### src/rtl/mem_wait_ctrl_pkg.sv
// Shared definitions for the memory wait-state controller:
// FSM state encoding and the word-alignment mask.
package mem_wait_ctrl_pkg;

  typedef enum logic [1:0] {
    IDLE   = 2'd0,
    WAIT   = 2'd1,
    ACCESS = 2'd2,
    DONE   = 2'd3
  } state_t;

  // Low address bits that must be zero for a word access
  localparam logic [1:0] ALIGN_MASK = 2'b11;

  function automatic logic is_misaligned(input logic [1:0] a);
    return (a & ALIGN_MASK) != 2'b00;
  endfunction

endpackage

### src/rtl/mem_wait_ctrl_sat_counter16.sv
// sat_counter16: 16-bit event counter that sticks at 16'hFFFF instead of
// wrapping, so a long run never reports a misleadingly small count.
module sat_counter16 (
  input  logic        clk,
  input  logic        reset,
  input  logic        inc,
  output logic [15:0] count
);

  logic [15:0] r_count;

  // Count enabled events, holding at the top value
  always_ff @(posedge clk or posedge reset) begin
    if (reset) begin
      r_count <= '0;
    end else if (inc && (r_count != 16'hFFFF)) begin
      r_count <= r_count + 16'd1;
    end
  end

  assign count = r_count;

endmodule

### src/rtl/mem_wait_ctrl.sv
// mem_wait_ctrl: sits between the CPU memory port and a word memory.
// A single-cycle request becomes IDLE -> WAIT (WAIT_CYCLES cycles) ->
// ACCESS (one cycle) -> DONE (ready pulse). Misaligned word addresses skip
// straight to DONE with err set and never touch memory.
// Optional build macro MEM_WAIT_STATS_EN adds saturating read/write/stall
// counters (stat_reads, stat_writes, stat_stalls).
module mem_wait_ctrl
  import mem_wait_ctrl_pkg::*;
#(
  parameter int WAIT_CYCLES = 2,
  parameter int AW          = 32,
  parameter int DW          = 32
) (
  input  logic          clk,
  input  logic          reset,
  input  logic          req,
  input  logic          we,
  input  logic [AW-1:0] addr,
  input  logic [DW-1:0] wdata,
  output logic [DW-1:0] rdata,
  output logic          ready,
  output logic          busy,
  output logic          err,
  output logic [AW-1:0] mem_addr,
  output logic          mem_we,
  output logic [DW-1:0] mem_din,
  input  logic [DW-1:0] mem_dout
`ifdef MEM_WAIT_STATS_EN
  ,
  output logic [15:0]   stat_reads,
  output logic [15:0]   stat_writes,
  output logic [15:0]   stat_stalls
`endif
);

  // Counter preload: WAIT_CYCLES-1 so that the zero test ends WAIT after
  // exactly WAIT_CYCLES cycles. Unused when there are no wait states.
  localparam logic [3:0] WAIT_LOAD = (WAIT_CYCLES == 0) ? 4'd0 : 4'(WAIT_CYCLES - 1);

  state_t        r_state;
  state_t        w_next;
  logic [3:0]    r_cnt;
  logic          r_we;
  logic          r_err;
  logic [AW-1:0] r_addr;
  logic [DW-1:0] r_wdata;
  logic [DW-1:0] r_rdata;
  logic          w_accept;
  logic          w_misaligned;

  // Requests are only seen in IDLE; anything arriving later is dropped
  assign w_accept     = (r_state == IDLE) && req;
  assign w_misaligned = is_misaligned(addr[1:0]);

  // State register
  always_ff @(posedge clk or posedge reset) begin
    if (reset) begin
      r_state <= IDLE;
    end else begin
      r_state <= w_next;
    end
  end

  // Next-state logic and state-decoded handshake outputs
  always_comb begin
    w_next = r_state;
    ready  = 1'b0;
    busy   = 1'b0;
    mem_we = 1'b0;
    case (r_state)
      IDLE: begin
        if (req) begin
          if (w_misaligned) begin
            w_next = DONE;
          end else if (WAIT_CYCLES == 0) begin
            w_next = ACCESS;
          end else begin
            w_next = WAIT;
          end
        end
      end
      WAIT: begin
        busy = 1'b1;
        if (r_cnt == 4'd0) begin
          w_next = ACCESS;
        end
      end
      ACCESS: begin
        busy   = 1'b1;
        // Qualified by state so reset drops the strobe without a clock
        mem_we = r_we;
        w_next = DONE;
      end
      DONE: begin
        ready  = 1'b1;
        w_next = IDLE;
      end
      default: w_next = IDLE;
    endcase
  end

  // Capture the request; err is replaced on every accepted request
  always_ff @(posedge clk or posedge reset) begin
    if (reset) begin
      r_addr  <= '0;
      r_wdata <= '0;
      r_we    <= 1'b0;
      r_err   <= 1'b0;
    end else if (w_accept) begin
      r_addr  <= addr;
      r_wdata <= wdata;
      r_we    <= we;
      r_err   <= w_misaligned;
    end
  end

  // Wait-state down-counter
  always_ff @(posedge clk or posedge reset) begin
    if (reset) begin
      r_cnt <= 4'd0;
    end else if (w_accept) begin
      r_cnt <= WAIT_LOAD;
    end else if ((r_state == WAIT) && (r_cnt != 4'd0)) begin
      r_cnt <= r_cnt - 4'd1;
    end
  end

  // Read data captured at the end of ACCESS and held until the next read
  always_ff @(posedge clk or posedge reset) begin
    if (reset) begin
      r_rdata <= '0;
    end else if ((r_state == ACCESS) && !r_we) begin
      r_rdata <= mem_dout;
    end
  end

  assign rdata    = r_rdata;
  assign err      = r_err;
  assign mem_addr = r_addr;
  assign mem_din  = r_wdata;

`ifdef MEM_WAIT_STATS_EN
  logic w_rd_done;
  logic w_wr_done;
  logic w_stall;

  // ACCESS is only reached by aligned requests and always completes
  assign w_rd_done = (r_state == ACCESS) && !r_we;
  assign w_wr_done = (r_state == ACCESS) && r_we;
  assign w_stall   = (r_state == WAIT);

  sat_counter16 u_stat_reads (
    .clk   (clk),
    .reset (reset),
    .inc   (w_rd_done),
    .count (stat_reads)
  );

  sat_counter16 u_stat_writes (
    .clk   (clk),
    .reset (reset),
    .inc   (w_wr_done),
    .count (stat_writes)
  );

  sat_counter16 u_stat_stalls (
    .clk   (clk),
    .reset (reset),
    .inc   (w_stall),
    .count (stat_stalls)
  );
`endif

endmodule
### config.mk
export PLATFORM = sky130hd
export DESIGN_NAME = mem_wait_ctrl
export DESIGN_NICKNAME = d
export VERILOG_FILES = /design/src/rtl/mem_wait_ctrl_pkg.sv /design/src/rtl/mem_wait_ctrl_sat_counter16.sv /design/src/rtl/mem_wait_ctrl.sv
export SDC_FILE = /design/constraint.sdc
export NUM_CORES = 1
export LEC_CHECK = 0
export CAP_MARGIN = 20
export CORE_AREA = 3 3 110 112
export CTS_CLUSTER_DIAMETER = 50
export DETAILED_ROUTE_END_ITERATION = 7
export DIE_AREA = 0 0 113 115
export PLACE_DENSITY = 0.85
export SLEW_MARGIN = 20
export SYNTH_ARGS = -nofsm -noshare
export SYNTH_HDL_FRONTEND = slang
export SYNTH_HIERARCHICAL = 1
export SYNTH_SLANG_ARGS = --single-unit
### constraint.sdc
create_clock -name clk -period 2.8 [get_ports clk]
set_input_delay 0.28 -clock clk [delete_from_list [all_inputs] [get_ports clk]]
set_output_delay 0.28 -clock clk [all_outputs]
set_load 0.1 [all_outputs]
[Word-level counts from Yosys, hierarchy flattened]
Cells that the tools add are included.
Storage, ports and cells
  flip-flop bits (word level): 104
  input bits: 100
  output and inout port bits: 100
  logic and storage cells: 33
Operators by class
  add/subtract/negate cells: 1
  equality and inequality tests: 5
  multiplexer cells: 9
  reduce and logical (&&, ||, !) cells: 11
Operator list (number)
  2-to-1 mux 4 bit: 2
  case mux 2 bit (4 select lines): 1
  2-to-1 mux 2 bit: 3
  equality test 2 bit, second input constant: 2
  zero test 4 bit: 1
  inequality test 2 bit, second input constant: 2
  nonzero test 2 bit: 2
  nonzero test 4 bit: 1
  subtractor 4 x 1 -> 4 bit, second input constant: 1
  logical AND 1 bit: 3
  2-to-1 mux 1 bit: 3
  equality test 2 x 1 -> 1 bit, second input constant: 1
  zero test 2 bit: 1
  AND reduction 2 bit: 1
  OR reduction 2 bit: 1
  zero test 1 bit: 1

[Logic depth before layout (Yosys ltp)]
Gate-level depths: netlist (run 1).
  depth in word-level cells: 4
  depth in mapped cells: 7
  mapped depth without buffers: 5

[Worst setup path before layout (run 1)]
No wires, ideal clock.
  path type: register to register
  start: reg r_state[0]
  end: reg r_state[1]
  setup time: 0.128 ns
  data arrival time: 1.626 ns
  data required time: 2.672 ns
  setup slack: 1.046 ns
  stages on the path, launching flop included: 6
  path buffers: 0
  period minus slack after synthesis: 1.754 ns
  cell sequence: dfrtp_1 inv_1 ha_1 nor2_1 a21oi_1 mux2_1
On the way
  longest elaborated chain between the ends: 3
  elaborated cells between the ends (all ways): 8
  classes of those cells: eq/ne: 5; mux: 1; reduce/logical: 2
Ends and longest elaborated chain
  start, declared: RTL line mem_wait_ctrl.sv:40  | state_t r_state;
  start signal, assigned: RTL line mem_wait_ctrl.sv:60  | r_state <= w_next;
  equality test 2 x 1 -> 1 bit or zero test 2 bit (tied branches): RTL line mem_wait_ctrl.sv:70  | case (r_state)
  inequality test 2 bit (no line)
  AND reduction 2 bit (no line)
Several ways; a longest one is shown, not always the timed one.
A chain may end at the register's enable or synchronous reset.

[Worst setup path after layout (run 1)]
  start: reg r_state[0]
  end: reg r_addr[26], in the netlist mem_addr[26]
On the way
  longest elaborated chain between the ends: 2
Ends and longest elaborated chain
  zero test 2 bit: RTL line mem_wait_ctrl.sv:52  | assign w_accept = (r_state == IDLE) && req;
  logical AND 1 bit: RTL line mem_wait_ctrl.sv:52
  end signal, assigned: RTL line mem_wait_ctrl.sv:110  | r_addr <= addr;
  end, declared: RTL line mem_wait_ctrl.sv:45  | logic [AW-1:0] r_addr;
No other way between the ends.

==> results of run 1 <==
[worst register-to-register path, cell delays in order (launching register included)]
cell     delay [ns]
dfrtp_1        0.41
inv_1          0.13
ha_1           0.22
and2_4         0.17
buf_4          0.39
mux2_2         0.41
[stage by stage]
stage / setup slack [ns] / hold slack, ns / util, % / area [um^2] / cells
6_report: 0.966 / 0.471 / 55.9 / 6320 / 604
5_1_grt: 0.839 / 0.515 / 55.9 / 6320 / 604
4_1_cts: 0.908 / 0.481 / 55.9 / 6320 / 604
3_5_place_dp: 0.916 / 0.481 / 53.3 / 6040 / 589
3_3_place_gp: 0.959 / 0.469 / 53.3 / 6040 / 589
2_1_floorplan: 1.05 / 0.415 / - / 4150 / 255
[state kept, by name, indices dropped and copies added (netlist names)]
register / cells
err: 1
r_we: 1
r_state: 2
rdata: 32
mem_addr: 32
mem_din: 32
r_cnt: 4
[placed cells by master, fill, tap and decap left out, types with 2 or more instances in the layout]
master           instances
clkinvlp_4               2
ha_1                     7
nor2_1                   5
mux2_1                   3
clkbuf_16                9
a21oi_1                  4
and3_1                   2
dfrtp_1                104
o21ai_0                  2
nand2_1                  4
clkdlybuf4s50_1         99
mux2_4                  17
inv_1                    5
mux2i_1                  2
buf_4                  102
mux2_2                  78
buf_12                   2
clkbuf_1                 2
[synthesized netlist by cell type]
library cell,number,area [um^2]
mux2i_1,2,20.0
nor2b_1,2,12.5
a21oi_1,4,20.0
ha_1,7,87.6
buf_4,3,22.5
buf_6,3,33.8
clkbuf_2,1,5.00
or3b_4,1,11.3
and3_1,2,12.5
dfrtp_1,104,2600
mux2_2,78,878
mux2_4,17,255
nor2_1,5,18.8
a21oi_4,1,16.3
nor4b_1,1,8.76
nand2_1,4,15.0
o21ai_0,2,10.0
inv_1,6,22.5
a211o_1,1,8.76
buf_8,1,15.0
mux2_1,3,33.8
and2_1,2,12.5
nor3_1,1,5.00
buf_2,4,20.0
[per-layer routing]
layer	share of wire (%)	track usage [%]	routed length, um
met1	40	17.9	3860
met2	48	24.6	4640
met3	11	6.21	1060
met4	1.9	6.97	185
met5	0	0	0
[kinds of logic after synthesis]
group           Yosys count  share of synthesized area, %
buf+inv                  18                          2.87
mux                     100                          28.6
fa+ha+maj                 7                          2.11
compound gates            8                          1.33
simple gates             18                          2.32
flops                   104                          62.7
[path summary, 6_finish.rpt]
check                      depth (start not counted)                       end
setup / recovery                                   5  mem_addr[26]$_DFFE_PP0P_
max in group asynchronous                          3   mem_din[23]$_DFFE_PP0P_
setup reg to reg                                   5  mem_addr[26]$_DFFE_PP0P_
hold / removal                                     3     rdata[11]$_DFFE_PP0P_
min in group clk                                   1     rdata[10]$_DFFE_PP0P_
hold reg to reg                                    1     rdata[10]$_DFFE_PP0P_
[final cells by class]
type                       count  area [um^2]
tap                          143          179
sequential                   104         2600
clock buffer                  12          246
fill                         933         5000
clock inverter                 3         42.5
multi-input combinational    133         1430
timing repair buffer         203         1800
inverter                       6         26.3
==> impl_metrics.json, run 1 <==
{
  "io-pin-count": 200,
  "routed-via-count": 2830,
  "clock_path_buffers": 2,
  "cts_resized": 0,
  "rsz0062_at_grt": "no",
  "crit_slowest_cell": "dfrtp_1",
  "numCtsBuffers": 9,
  "max_freq_ghz": 0.545,
  "endpoint_kind": "flip-flop",
  "max_cap_violations": 0,
  "hp-class": "in2async",
  "finalHoldViolCount": 0,
  "crit_chain": "inv_1, ha_1, and2_4, buf_4, mux2_2",
  "grt_start_max_net_pins": 105,
  "cts_setup_buffers": 0,
  "grt_pass1_vias": 2968,
  "maxSlewViolCount": 0,
  "tritoncts": "done",
  "criticalPathCategory": "reg2reg",
  "final_nets": 564,
  "period_minus_slack_ns": 1.83,
  "grt_pass1_wl_mm": 15.3,
  "ys_ff_latch": 104,
  "drt-pass1-iter-count": 4,
  "area_growth_pct": 52.5,
  "cp_num_buf_inv": 2,
  "remaining_drc_errors": 0,
  "fin_worst_skew_ns": 0.00588,
  "cts.htree.levels": 3,
  "netlist_area_mm2": 0.00415,
  "die_h_um": 115,
  "critPathTopFamily": "buffers and inverters",
  "finalSetupViolCount": 0,
  "antenna_found_initial": 0,
  "gp_congestion": 0.796,
  "synth_cell_types": 24,
  "r2r-start": "r_state[0]$_DFFE_PP0P_",
  "grt_use_total_pct": 15.2,
  "synth_warnings": 6,
  "overflow": 0,
  "synth.avg_cell_area_um2": 16.3,
  "clock_sinks": 104,
  "status": "completed",
  "core_area_mm2": 0.0113,
  "drt.antenna.violating_nets": 0,
  "cp_data_required_time_ns": 3.02,
  "die_width_um": 113,
  "slew_headroom_pct": 64.3,
  "cp-start-kind": "flip-flop",
  "cp_max_fo": 27,
  "initial_core_util_pct": 36.6,
  "syn_nets": 362,
  "avgViaCountPerCell": 4.69,
  "wl_per_cell_um": 16.1,
  "worstPathArrival_ns": 2.06,
  "cts_root_buf": "clkbuf_16",
  "ctsHoldBuffers": 0,
  "rows": 39,
  "layout-drive-gt1-share_pct": 47.1,
  "fp.dieArea_mm2": 0.0130,
  "drt_iter0_markers": 175,
  "crit_path_max_incr_delay_ns": 0.41,
  "diodes": 0,
  "fin_crit_sh_pct": 65.5,
  "clkSlewWorstSetupHoldPaths_ns": 0.06,
  "portBuffers": 199,
  "r2r_slack_ns": 0.97,
  "yosysSeqAreaShare_pct": 62.7,
  "startpoint": "r_state[0]$_DFFE_PP0P_",
  "syn_inst": 255,
  "tns_ns": 0,
  "hpwl_mm": 7.39,
  "worst_pin_slew_ns": 0.535,
  "insertion_delay_ns": 0.34,
  "routed_wl_mm": 9.75
}
Power of run 1 is left out: the tool's default activity adds up to more than one toggle a clock period on the data nets, which glitch-free logic cannot reach.
==> run 2: changes to the inputs <==
==> constraint.sdc (replaced) <==
create_clock -name clk -period 1.63 [get_ports clk]
set_input_delay 0.163 -clock clk [delete_from_list [all_inputs] [get_ports clk]]
set_output_delay 0.163 -clock clk [all_outputs]
set_load 0.1 [all_outputs]
==> run 2 against run 1 <==
Effect of this change:
- sequential share of layout area shrank 8.5 points
- routed wire length rose by 21%
- count of clock-buffer cells in the layout fell by 1
- highest routed layer unchanged
- final cell count increased by 3.8%
- register-to-register slack lost 0.95 ns
- largest cell class is now non-clock buffers
- utilization increased by 15 points
==> impl_metrics.json, run 2 (synthesis gave the netlist of run 1 again) <==
{
  "layout-drive-gt1-share_pct": 52.1,
  "cts.htree.levels": 3,
  "endpoint_kind": "flip-flop",
  "max_freq_ghz": 0.620,
  "drt_iter0_markers": 74,
  "gp_congestion": 0.804,
  "routed-via-count": 2983,
  "setup_ws_ns": 0.0159,
  "slew_headroom_pct": 81.4,
  "cts_root_buf": "clkbuf_16",
  "dp_slack_ns": -0.0151,
  "area_growth_pct": 92.2,
  "finalHoldViolCount": 0,
  "tritoncts": "done",
  "routed_wl_mm": 11.8,
  "fin_worst_skew_ns": 0.00563,
  "wl_per_cell_um": 18.8,
  "drt.antenna.violating_nets": 0,
  "cp-start-kind": "flip-flop",
  "rsz0062_at_grt": "yes",
  "grt_use_total_pct": 16.9,
  "die_width_um": 113,
  "worstPathArrival_ns": 1.84,
  "numCtsBuffers": 9,
  "grt_pass1_wl_mm": 17.2,
  "mostFrequentLayoutCells": "buf_12 (105), dfrtp_1 (104), clkdlybuf4s50_1 (99), mux2_2 (73), mux2_4 (23)",
  "max_cap_violations": 0,
  "rows": 39,
  "die_h_um": 115,
  "cp_data_required_time_ns": 1.85,
  "worst_r2r_path_depth": 5,
  "r2r_end": "r_state[1]$_DFFE_PP0P_",
  "initial_core_util_pct": 36.6,
  "clock_path_buffers": 2,
  "grt_start_max_net_pins": 53,
  "period_minus_slack_ns": 1.61,
  "fillers": 764,
  "r2r-start": "r_cnt[0]$_DFFE_PP0P_",
  "core_area_mm2": 0.0113,
  "fin_crit_sh_pct": 99.0,
  "layout.cells.most_common": "buf_12",
  "fp.dieArea_mm2": 0.0130,
  "r2r_slack_ns": 0.02,
  "maxSlewViolCount": 0,
  "finalSetupViolCount": 0,
  "drt-pass1-iter-count": 4,
  "overflow": 0,
  "remaining_drc_errors": 0,
  "hpwl_mm": 8.55,
  "grt_pass1_vias": 3273,
  "cp_max_fo": 2,
  "clkSlewWorstSetupHoldPaths_ns": 0.07,
  "portBuffers": 199,
  "antenna_found_initial": 0,
  "criticalPathCategory": "reg2reg",
  "io-pin-count": 200,
  "worst_pin_slew_ns": 0.279,
  "final_nets": 588,
  "avgViaCountPerCell": 4.76,
  "clock_sinks": 104,
  "hp-class": "in2async",
  "diodes": 0,
  "ctsHoldBuffers": 0,
  "insertion_delay_ns": 0.34,
  "status": "completed"
}
run 2: per-stage QoR:
step | std cells | cell area, um^2 | util [%] | hold slack, ns | TNS (ns)
after global routing | 627 | 7970 | 70.4 | 0.307 | -0.131
after detailed placement | 598 | 7390 | 65.3 | 0.542 | -0.0232
after CTS | 613 | 7720 | 68.2 | 0.277 | 0
final | 627 | 7970 | 70.4 | 0.270 | 0
after global placement | 598 | 7390 | 65.3 | 0.536 | 0
after floorplan | 255 | 4150 | - | 0.298 | 0
run 2: layout make-up:
cell class	instances	area, um^2	area share [%]
repair buffers	226	3350	42.0
flip-flops and latches	104	2600	32.7
multi-input cells	134	1500	18.8
clock buffers	11	243	3.05
well taps	143	179	2.24
clock inverters	3	67.6	0.848
inverters	6	26.3	0.330
run 2: how the worst max path moves through the flow:
| stage | startpoint | end | slack [ns] | depth (start not counted) |
|---|---|---|---|---|
| global route | r_cnt[0]$_DFFE_PP0P_ | r_state[0]$_DFFE_PP0P_ | -0.04 | 6 |
| finish | r_cnt[0]$_DFFE_PP0P_ | r_state[1]$_DFFE_PP0P_ | 0.02 | 5 |
| detailed placement | r_cnt[1]$_DFFE_PP0P_ | r_cnt[0]$_DFFE_PP0P_ | -0.02 | 6 |
| CTS | r_state[0]$_DFFE_PP0P_ | mem_we | 0.01 | 5 |
| global placement | r_cnt[1]$_DFFE_PP0P_ | r_state[1]$_DFFE_PP0P_ | 0.05 | 5 |
| floorplan | r_cnt[0]$_DFFE_PP0P_ | r_state[1]$_DFFE_PP0P_ | 0.01 | 5 |
run 2: metal layers:
metal / global-route usage [%] / vias to the layer above / part of all wire [%]
li1: - / 1344 / -
met1: 19.4 / 1475 / 39
met2: 28.4 / 147 / 50
met3: 6.05 / 17 / 9.0
met4: 7.45 / 0 / 2.0
met5: 0 / - / 0
run 2: timing repair:
action | CTS | global route
setup endpoints to repair | 28 | 52
pin swaps | 0 | 1
gates resized for setup | 4 | 16
setup buffers | 1 | 5
hold endpoints to repair | 0 | 0
cloned | 0 | 9
run 2: worst max-delay path, stage by stage, from the launching register on:
cell and delay, ns:
dfrtp_1 0.40, inv_2 0.09, ha_4 0.13, or3b_4 0.39
a21oi_4 0.18, mux2_4 0.31
Power of run 2 is left out for the same reason.
==> RTL edit (settings of run 2) <==
The parameter `AW` goes from 32 to 16.
--- a/src/rtl/mem_wait_ctrl.sv
+++ b/src/rtl/mem_wait_ctrl.sv
@@ -9,5 +9,5 @@
 #(
   parameter int WAIT_CYCLES = 2,
-  parameter int AW          = 32,
+  parameter int AW          = 16,
   parameter int DW          = 32
 ) (
Ports: changed (resized addr and mem_addr); port bits go from 200 to 168. The function was not compared with the original's and may differ.
==> RTL edit against run 2 <==
Cell area shrank 16%. Area after synthesis is 17% lower. Global-route usage down 2.0 points. Sequential cell count shrank 16. Non-clock buffer count is 35 lower. Worst setup slack got worse by 0.0074 ns. Wire length is 16% lower. Critical path type unchanged. Critical endpoint is now mem_din[25]. Highest routed layer unchanged.
Power is not shown: default switching activity piles up to over one toggle a cycle in this logic, so the estimate is an artifact.
==> RTL edit: results (changes against run 2) <==
* Status: finished clean
* Top cells by area, synth: dfrtp_1 (64%), mux2_2 (24%), ha_1 (2.5%)
* Finished Layout Cells at 561 (-11%)
* CP max stage delay at 0.43 ns (+0.03 ns)
* Port Buffer Count at 167 (-16%)
* Post-synth cell types at 22 (-8.3%)
* Initial DRC Count at 49 (-34%)
* Reg clk slew, reported paths at 0.06 ns
* RR Startpoint: r_state[1]
* Worst r2r dst: mem_din[25]
* Async SR Flop Fraction at 100% (unchanged)
* Synth top cells by count: dfrtp_1 (88), mux2_2 (75), ha_1 (7), mux2_1 (7), inv_1 (6)
* Yosys Warn Count at 6 (unchanged)
* # diodes at 0 (unchanged)
* R2R Setup Slk at 0.009 ns
* Final net count at 504 (-14%)
* H-tree Lvls at 3 (unchanged)
* First-pass GRT wire length at 14.9 mm (-13%)
* Inst Count DP at 531 (-11%)
* Routed WL at 9.93 mm (-16%)
* GRT Resource Usage Total at 14.8% (-2.0 points)
* Clock Skews at 0.00400 ns (-0.00163 ns)
* Largest net degree at the start of global routing at 45 (-15%)
* Slew @ Worst Pin at 0.387 ns (+0.108 ns)
* Initial antenna violation count at 0 (unchanged)
* Synthesized area per cell at 15.7 sq um (-3.7%)
* Root buffer cell: clkbuf_16
* Vias/cell at 4.49 (-5.6%)
* CP max-delay cell: dfrtp_1
* Delay-heaviest family, CP: flip-flops
* Clock Latency Late Sink at 0.32 ns (-0.02 ns)
* Seq/Total Area, Yosys at 63.6% (+0.84 points)
* R2R depth at 5 (unchanged)
* Final Hold Slack at 0.145 ns (-0.124 ns)
* Drt pass-1 iters at 4 (unchanged)
* Post-Syn Nets at 312 (-14%)
* Post-DP HPWL at 7.36 mm (-14%)
* Area after DPL at 0.00623 sq mm (-16%)
* Routability cong. at 0.735 (-8.6%)
* Min-delay worst type: in -> async
* Largest fanout on the critical path at 9 (+7)
* Num CTS Buffers at 9 (unchanged)
* Number of global-route vias before repair at 2871 (-12%)
* Worst-case clock buffer depth at 2 (unchanged)
* Share of cells above drive strength 1 at 50.5% (-1.6 points)
==> RTL edit: logic make-up (layout without fill, tap and decap cells) <==
group	after synthesis	count (layout)	share of synthesized area (%)
buf+inv	16	213	2.28
compound gates	8	8	1.59
fa+ha+maj	7	7	2.53
simple gates	18	18	2.78
mux	84	84	27.2
flops	88	88	63.6
==> RTL edit: worst max-delay path by stage <==
stage	to	start	depth (start not counted)	slack, ns
after global routing	r_cnt[3]	r_state[1]	5	-0.06
after floorplan	r_state[1]	r_cnt[0]	5	0.01
after detailed placement	r_state[1]	r_cnt[1]	5	-0.05
after global placement	r_state[1]	r_cnt[1]	5	0.02
final	mem_din[25]	r_state[1]	5	0.009
after CTS	r_state[1]	r_cnt[0]	5	0.01
==> RTL edit: layout make-up <==
| type | count | area, sq um |
|---|---|---|
| clock buffer | 12 | 246 |
| clock inverter | 4 | 20.0 |
| fill | 884 | 4600 |
| inverter | 6 | 26.3 |
| multi-input combinational | 117 | 1220 |
| sequential | 88 | 2200 |
| tap | 143 | 179 |
| timing repair buffer | 191 | 2830 |
==> RTL edit: stage by stage <==
stage               setup TNS, ns  setup slack (ns)
floorplan                       0            0.0134
global placement                0            0.0240
detailed placement         -0.308           -0.0527
CTS                             0            0.0108
global route               -0.993           -0.0559
finish                          0           0.00856
==> RTL edit: per-layer routing <==
| metal | track usage (%) | wire length (um) |
|---|---|---|
| met4 | 5.13 | 115 |
| met3 | 5.16 | 570 |
| met5 | 0 | 0 |
| met2 | 28.4 | 5720 |
| met1 | 14.9 | 3520 |
==> RTL edit: what timing repair did <==
| item | 4_1_cts | 5_1_grt |
|---|---|---|
| hold buffers | 0 | 0 |
| resized for setup | 8 | 8 |
| buffers inserted | 3 | 6 |
| setup endpoints to repair | 41 | 74 |
| cloned | 1 | 4 |
| pin swaps | 1 | 2 |
